===== src/rtl/max_int_serial_if.sv =====
// Operand/result handshake bundle for max_int_serial.
// master drives operands and out_ready; slave is the comparator.
interface max_int_serial_if #(
    parameter int WIDTH = 64
);
    logic             in_valid;
    logic             in_ready;
    logic [WIDTH-1:0] A;
    logic [WIDTH-1:0] B;
    logic             out_valid;
    logic             out_ready;
    logic [WIDTH-1:0] Y;
    logic             sel;

    modport master (
        output in_valid, A, B, out_ready,
        input  in_ready, out_valid, Y, sel
    );

    modport slave (
        input  in_valid, A, B, out_ready,
        output in_ready, out_valid, Y, sel
    );
endinterface


===== src/rtl/max_int_serial.sv =====
// Bit-serial signed max, MSB first, one bit per cycle.
// Optional MAX_INT_SERIAL_EARLY_EXIT_EN ends the compare at the first differing bit.
module max_int_serial #(
    parameter int WIDTH = 64
) (
    input  logic                 clk,
    input  logic                 rst,
    max_int_serial_if.slave      bus
);
    localparam int IW = $clog2(WIDTH);
    localparam logic [IW-1:0] IDX_MAX = IW'(WIDTH - 1);

    typedef enum logic [1:0] {
        IDLE = 2'd0,
        CMP  = 2'd1,
        DONE = 2'd2
    } state_t;

    state_t           state_q;
    logic [WIDTH-1:0] a_q;
    logic [WIDTH-1:0] b_q;
    logic [IW-1:0]    idx_q;
    logic             decided_q;
    logic             decided_d;
    logic             gt_b_q;
    logic             gt_b_d;
    logic [WIDTH-1:0] y_q;
    logic             sel_q;
    logic             out_valid_q;
    logic             bit_a;
    logic             bit_b;
    logic             cmp_done;

    assign bus.in_ready  = (state_q == IDLE) && !rst;
    assign bus.out_valid = out_valid_q;
    assign bus.Y         = y_q;
    assign bus.sel       = sel_q;

    // The sign bit inverts the sense: a set A sign bit makes B larger.
    always_comb begin
        bit_a     = a_q[idx_q];
        bit_b     = b_q[idx_q];
        decided_d = decided_q;
        gt_b_d    = gt_b_q;
        if (!decided_q && (bit_a != bit_b)) begin
            decided_d = 1'b1;
            gt_b_d    = (idx_q == IDX_MAX) ? bit_a : bit_b;
        end
`ifdef MAX_INT_SERIAL_EARLY_EXIT_EN
        cmp_done = (idx_q == '0) || (decided_d && !decided_q);
`else
        cmp_done = (idx_q == '0);
`endif
    end

    always_ff @(posedge clk) begin
        if (rst) begin
            state_q     <= IDLE;
            a_q         <= '0;
            b_q         <= '0;
            idx_q       <= IDX_MAX;
            decided_q   <= 1'b0;
            gt_b_q      <= 1'b0;
            y_q         <= '0;
            sel_q       <= 1'b0;
            out_valid_q <= 1'b0;
        end else begin
            unique case (state_q)
                IDLE: begin
                    if (bus.in_valid) begin
                        a_q       <= bus.A;
                        b_q       <= bus.B;
                        idx_q     <= IDX_MAX;
                        decided_q <= 1'b0;
                        gt_b_q    <= 1'b0;
                        state_q   <= CMP;
                    end
                end
                CMP: begin
                    decided_q <= decided_d;
                    gt_b_q    <= gt_b_d;
                    idx_q     <= idx_q - 1'b1;
                    if (cmp_done) begin
                        y_q         <= gt_b_d ? b_q : a_q;
                        sel_q       <= gt_b_d;
                        out_valid_q <= 1'b1;
                        state_q     <= DONE;
                    end
                end
                DONE: begin
                    if (bus.out_ready) begin
                        out_valid_q <= 1'b0;
                        state_q     <= IDLE;
                    end
                end
                default: state_q <= IDLE;
            endcase
        end
    end
endmodule


===== src/flat_wrapper.sv =====
// flat-port wrapper written by rule: the top's interface ports become plain ports
module max_int_serial_flat 
#(
    parameter int WIDTH = 64
)
  (clk, rst, bus_in_valid, bus_A, bus_B, bus_out_ready, bus_in_ready, bus_out_valid, bus_Y, bus_sel);
  max_int_serial_if #(.WIDTH(WIDTH)) bus_i ();
  input  logic clk;
  input  logic rst;
  input wire logic [$bits(bus_i.in_valid)-1:0] bus_in_valid;
  input wire logic [$bits(bus_i.A)-1:0] bus_A;
  input wire logic [$bits(bus_i.B)-1:0] bus_B;
  input wire logic [$bits(bus_i.out_ready)-1:0] bus_out_ready;
  output wire logic [$bits(bus_i.in_ready)-1:0] bus_in_ready;
  output wire logic [$bits(bus_i.out_valid)-1:0] bus_out_valid;
  output wire logic [$bits(bus_i.Y)-1:0] bus_Y;
  output wire logic [$bits(bus_i.sel)-1:0] bus_sel;
  assign bus_i.in_valid = bus_in_valid;
  assign bus_i.A = bus_A;
  assign bus_i.B = bus_B;
  assign bus_i.out_ready = bus_out_ready;
  assign bus_in_ready = bus_i.in_ready;
  assign bus_out_valid = bus_i.out_valid;
  assign bus_Y = bus_i.Y;
  assign bus_sel = bus_i.sel;
  max_int_serial #(.WIDTH(WIDTH)) u_core (.clk(clk), .rst(rst), .bus(bus_i));
endmodule

===== config.mk =====
export PLATFORM = sky130hd
export DESIGN_NAME = max_int_serial_flat
export DESIGN_NICKNAME = d
export VERILOG_FILES = /design/src/rtl/max_int_serial_if.sv /design/src/rtl/max_int_serial.sv /design/src/flat_wrapper.sv
export SDC_FILE = /design/constraint.sdc
export NUM_CORES = 1
export LEC_CHECK = 0
export BUFFER_PORTS_ARGS = -buffer_cell sky130_fd_sc_hd__buf_2
export CAP_MARGIN = 20
export CORE_ASPECT_RATIO = 0.5
export CORE_MARGIN = 2
export CORE_UTILIZATION = 55
export CTS_CLUSTER_DIAMETER = 80
export DETAILED_ROUTE_END_ITERATION = 8
export PLACE_DENSITY = 0.89
export REMOVE_ABC_BUFFERS = 1
export SLEW_MARGIN = 20
export SYNTH_ARGS = -nofsm -noshare
export SYNTH_HDL_FRONTEND = slang
export SYNTH_SLANG_ARGS = --single-unit

===== constraint.sdc =====
create_clock -name clk -period 3.5 [get_ports clk]
set_input_delay 0.7 -clock clk [delete_from_list [all_inputs] [get_ports clk]]
set_output_delay 0.7 -clock clk [all_outputs]
set_load 0.03 [all_outputs]

==> out/qor.tcl <==
set qor(cts_tree) {done}
set qor(reported_leakage_power_nw) 4.25
set qor(grt-ovfl-total) 0
set qor(rrSetupSlack_ns) 0.16
set qor(gp_routability_congestion) 0.960
set qor(remaining_drc_errors) 0
set qor(layout_common_cells) {266 x sky130_fd_sc_hd__nand2_1, 201 x sky130_fd_sc_hd__dfxtp_1, 197 x sky130_fd_sc_hd__buf_2}
set qor(clk_transition_reported_paths_ns) 0.06
set qor(timing.clock.skew_ns) 0.0203
set qor(setup.worst_path.class) {flip-flop to flip-flop}
set qor(ctsHoldBuffers) 0
set qor(skew_pair_late_insertion_delay_ns) 0.49
set qor(timing.final.crit_period_ns) 3.34
set qor(post_route_cells_drive_above_1_share_pct) 27.7
set qor(critical_path_buf_inv_count) 2
set qor(max_stage_delay_ns) 0.52
set qor(synth-async-reset-ratio_pct) 0
set qor(synth.area.top_cells) {sky130_fd_sc_hd__dfxtp_1 42%, sky130_fd_sc_hd__nand2_1 10%, sky130_fd_sc_hd__a311oi_2 9.2%}
set qor(yosys.area_share.adder_pct) 0.391
set qor(synth-edff-count) 0
set qor(synth.ff_latch_count) 204
set qor(place_ws_ns) 0.194
set qor(finish.instance_area_mm2) 0.0113
set qor(placed_cell_area_mm2) 0.0107
set qor(synth_simple_gate_area_share_pct) 14.9
set qor(synth-warning-count) 0
set qor(dominantRegCellSynth) {sky130_fd_sc_hd__dfxtp_1}
set qor(first_global_vias) 9195
set qor(worst_path_dominant_cell_family) {compound AO/OA/AOI/OAI gates}
set qor(htreeDepth) 1
set qor(number_of_buffers_added_by_the_clock_tree_synthesis_step) 19
set qor(dieWidth_um) 191
set qor(maxCapViolations) 0
set qor(antenna_found_initial) 0
set qor(yosysTopAreaCell) {sky130_fd_sc_hd__dfxtp_1}
set qor(worstPathArrival_ns) 3.74
set qor(multiInputGateArea_mm2) 0.00502
set qor(timing.critical_path.to_type) {flip-flop}
set qor(tightest_slew_margin_relative_to_the_limit_pct) 40.5
set qor(detailed_place_hpwl_mm) 18.7
set qor(n_fill_cell) 1308
set qor(crit_fanout) 26
set qor(io_pins) 199
set qor(post-place-cells) 1446
set qor(die_area_mm2) 0.0186
set qor(timing.final.hold_violations) 0
set qor(worst_vdd_rail_ir_drop_mv) 0.293
set qor(synth_xor_area_share_pct) 0.534
set qor(worstMarginPinSlew_ns) 0.892
set qor(p_per_area_mw_per_mm2) 474
set qor(total_number_of_placement_rows) 34
set qor(synth_top_family_by_area) {compound AO/OA/AOI/OAI gates}
set qor(areaGrowthSynthToFinish_pct) 17.6
set qor(grt_start_max_net_pins) 157
set qor(root_buffer) {sky130_fd_sc_hd__clkbuf_16}
set qor(post_drt_wl_per_cell_um) 19.6
set qor(slowest_stage) {sky130_fd_sc_hd__dfxtp_2}
set qor(global_route_wire_length_before_repair_mm) 46.8
set qor(clockBufferDepth) 3
set qor(required_time_of_the_critical_path_ns) 3.89
set qor(fp.coreArea_mm2) 0.0172
set qor(drt_wl_total_mm) 29.0
set qor(synth_seq_area_share_pct) 42.5
set qor(tritoncts_num_sinks) 204
set qor(status) {finished clean}
set qor(syn-mean-instance-area_um2) 8.67
set qor(syn-cell-area_mm2) 0.00961
set qor(drt-vias-per-instance) 6.28
set qor(number_of_standard_cells_in_the_layout_taps_in_and_fillers_out) 1480
set qor(first_pass_iters) 7
set qor(type_of_the_tightest_min_delay_check) {primary input to flip-flop}
set qor(num-nets-final) 1368
set qor(timing.final.setup_violations) 0
set qor(globalRouteTotalUtil_pct) 30.9
set qor(layout_commonest_cell) {sky130_fd_sc_hd__nand2_1}
set qor(die_y_um) 97.5
set qor(ant_nets) 0
set qor(floorplan.initialDensity_pct) 55.8
set qor(finalMaxSlewViolations) 0
set qor(layout_setup_ws_ns) 0.157
set qor(post-route-period-util_pct) 95.5
set qor(port-buffer-count) 198
set qor(total_via_count_after_detailed_routing) 9291
set qor(holdWs_ns) 0.449
set qor(muxShareOfSynthArea_pct) 7.34
set qor(yosysUniqueCellTypes) 48
set qor(cp-start-kind) {flip-flop}
set qor(detailedRoute.firstIterationViolations) 1141
set qor(max_freq_mhz) 299
set qor(synth_largest_type_area_fraction_pct) 42.5
set qor(synth_compound_gate_area_share_pct) 28.7
set qor(syn-instance-count) 1109
set qor(crit_path_cell_trace) {buf_12, or3b_1, o221ai_1, a211oi_1, a21o_1, a31o_1, a21oi_4, buf_4, o211ai_1, a311oi_2}
set qor(sequential_cell_area_mm2) 0.00409
## power by group
part	internal (mW)	switching (mW)	leakage [nW]
Clock	1.17	0.872	0.293
Sequential	2.42	0.0976	1.66
Combinational	0.295	0.513	2.29
## path summary, 6_finish.rpt
kind | from | end | depth (start not counted)
worst max-delay path | u_core.idx_q[0]$_SDFFE_PP1P_ | u_core.bus.Y[16]$_SDFFE_PP0P_ | 10
worst max register to register | u_core.idx_q[0]$_SDFFE_PP1P_ | u_core.bus.Y[16]$_SDFFE_PP0P_ | 10
worst min-delay path | bus_B[52] | u_core.b_q[52]$_SDFFE_PP0P_ | 3
worst min register to register | u_core.b_q[54]$_SDFFE_PP0P_ | u_core.b_q[54]$_SDFFE_PP0P_ | 2
## area by class of cell
class / instances / area share (%)
Multi-Input combinational cell: 785 / 44.4
Sequential cell: 204 / 36.2
Timing Repair Buffer: 219 / 11.4
Clock buffer: 30 / 4.93
Tap cell: 234 / 2.59
Clock inverter: 3 / 0.388
Inverter: 4 / 0.133
Antenna cell: 1 / 0.0221
## sequential cells by signal, indices dropped and copies added (netlist names)
name                  count
u_core.state_q            2
u_core.b_q               64
u_core.bus.sel            1
u_core.gt_b_q             1
u_core.idx_q              6
u_core.decided_q          1
u_core.a_q               64
u_core.bus.out_valid      1
u_core.bus.Y             64
## through the flow
step                power (mW)  TNS [ns]  utilization [%]
detailed placement        3.34         0             62.0
CTS                       5.34         0             65.5
floorplan                 2.97   -273.99                -
global placement          3.31         0             62.0
finish                    5.36         0             65.6
global route              5.54  -0.00442             65.6
## cells by family (layout without fill, tap and decap cells)
group / Yosys count / in the layout
AO/OA/AOI/OAI: 369 / 369
AND/OR/NAND/NOR: 368 / 368
flip-flops: 204 / 204
buffers and inverters: 120 / 256
multiplexers: 40 / 40
XOR/XNOR: 5 / 5
adder cells (fa/ha/maj): 3 / 3
other: 0 / 1
## cells in the mapped netlist (all sizes together), types with 2 or more instances
| cell type | number |
|---|---|
| nand2b | 3 |
| xor2 | 2 |
| nand2 | 267 |
| a211oi | 6 |
| a311oi | 64 |
| xnor2 | 3 |
| dfxtp | 204 |
| inv | 4 |
| a22oi | 4 |
| nand3 | 4 |
| buf | 32 |
| a211o | 2 |
| a21o | 2 |
| o21ai | 69 |
| o221ai | 4 |
| a221oi | 2 |
| nor2 | 76 |
| mux2i | 12 |
| a22o | 4 |
| mux2 | 4 |
| a21oi | 138 |
| nor3 | 5 |
| nor2b | 4 |
| o22ai | 2 |
| and2 | 2 |
| mux4 | 24 |
| o211ai | 68 |
| and3 | 4 |
| ha | 3 |
| clkbuf | 84 |
## metal layers
metal  wire length, µm  track usage, %
met1             11500            41.2
met2             13500            49.1
met3              2600            4.66
met4              1370            15.3
met5                 0               0
## repair_timing
item,in CTS,in global routing
setup buffers,0,0
gates resized for setup,0,3
setup endpoints to repair,0,28
## tightest hold or removal path: cells and delay by family
family	cells	cell delay, ns
compound gates	1	0.05
simple gates	1	0.04
buf+inv	1	0.09
Power figures use the tool's default switching activity.
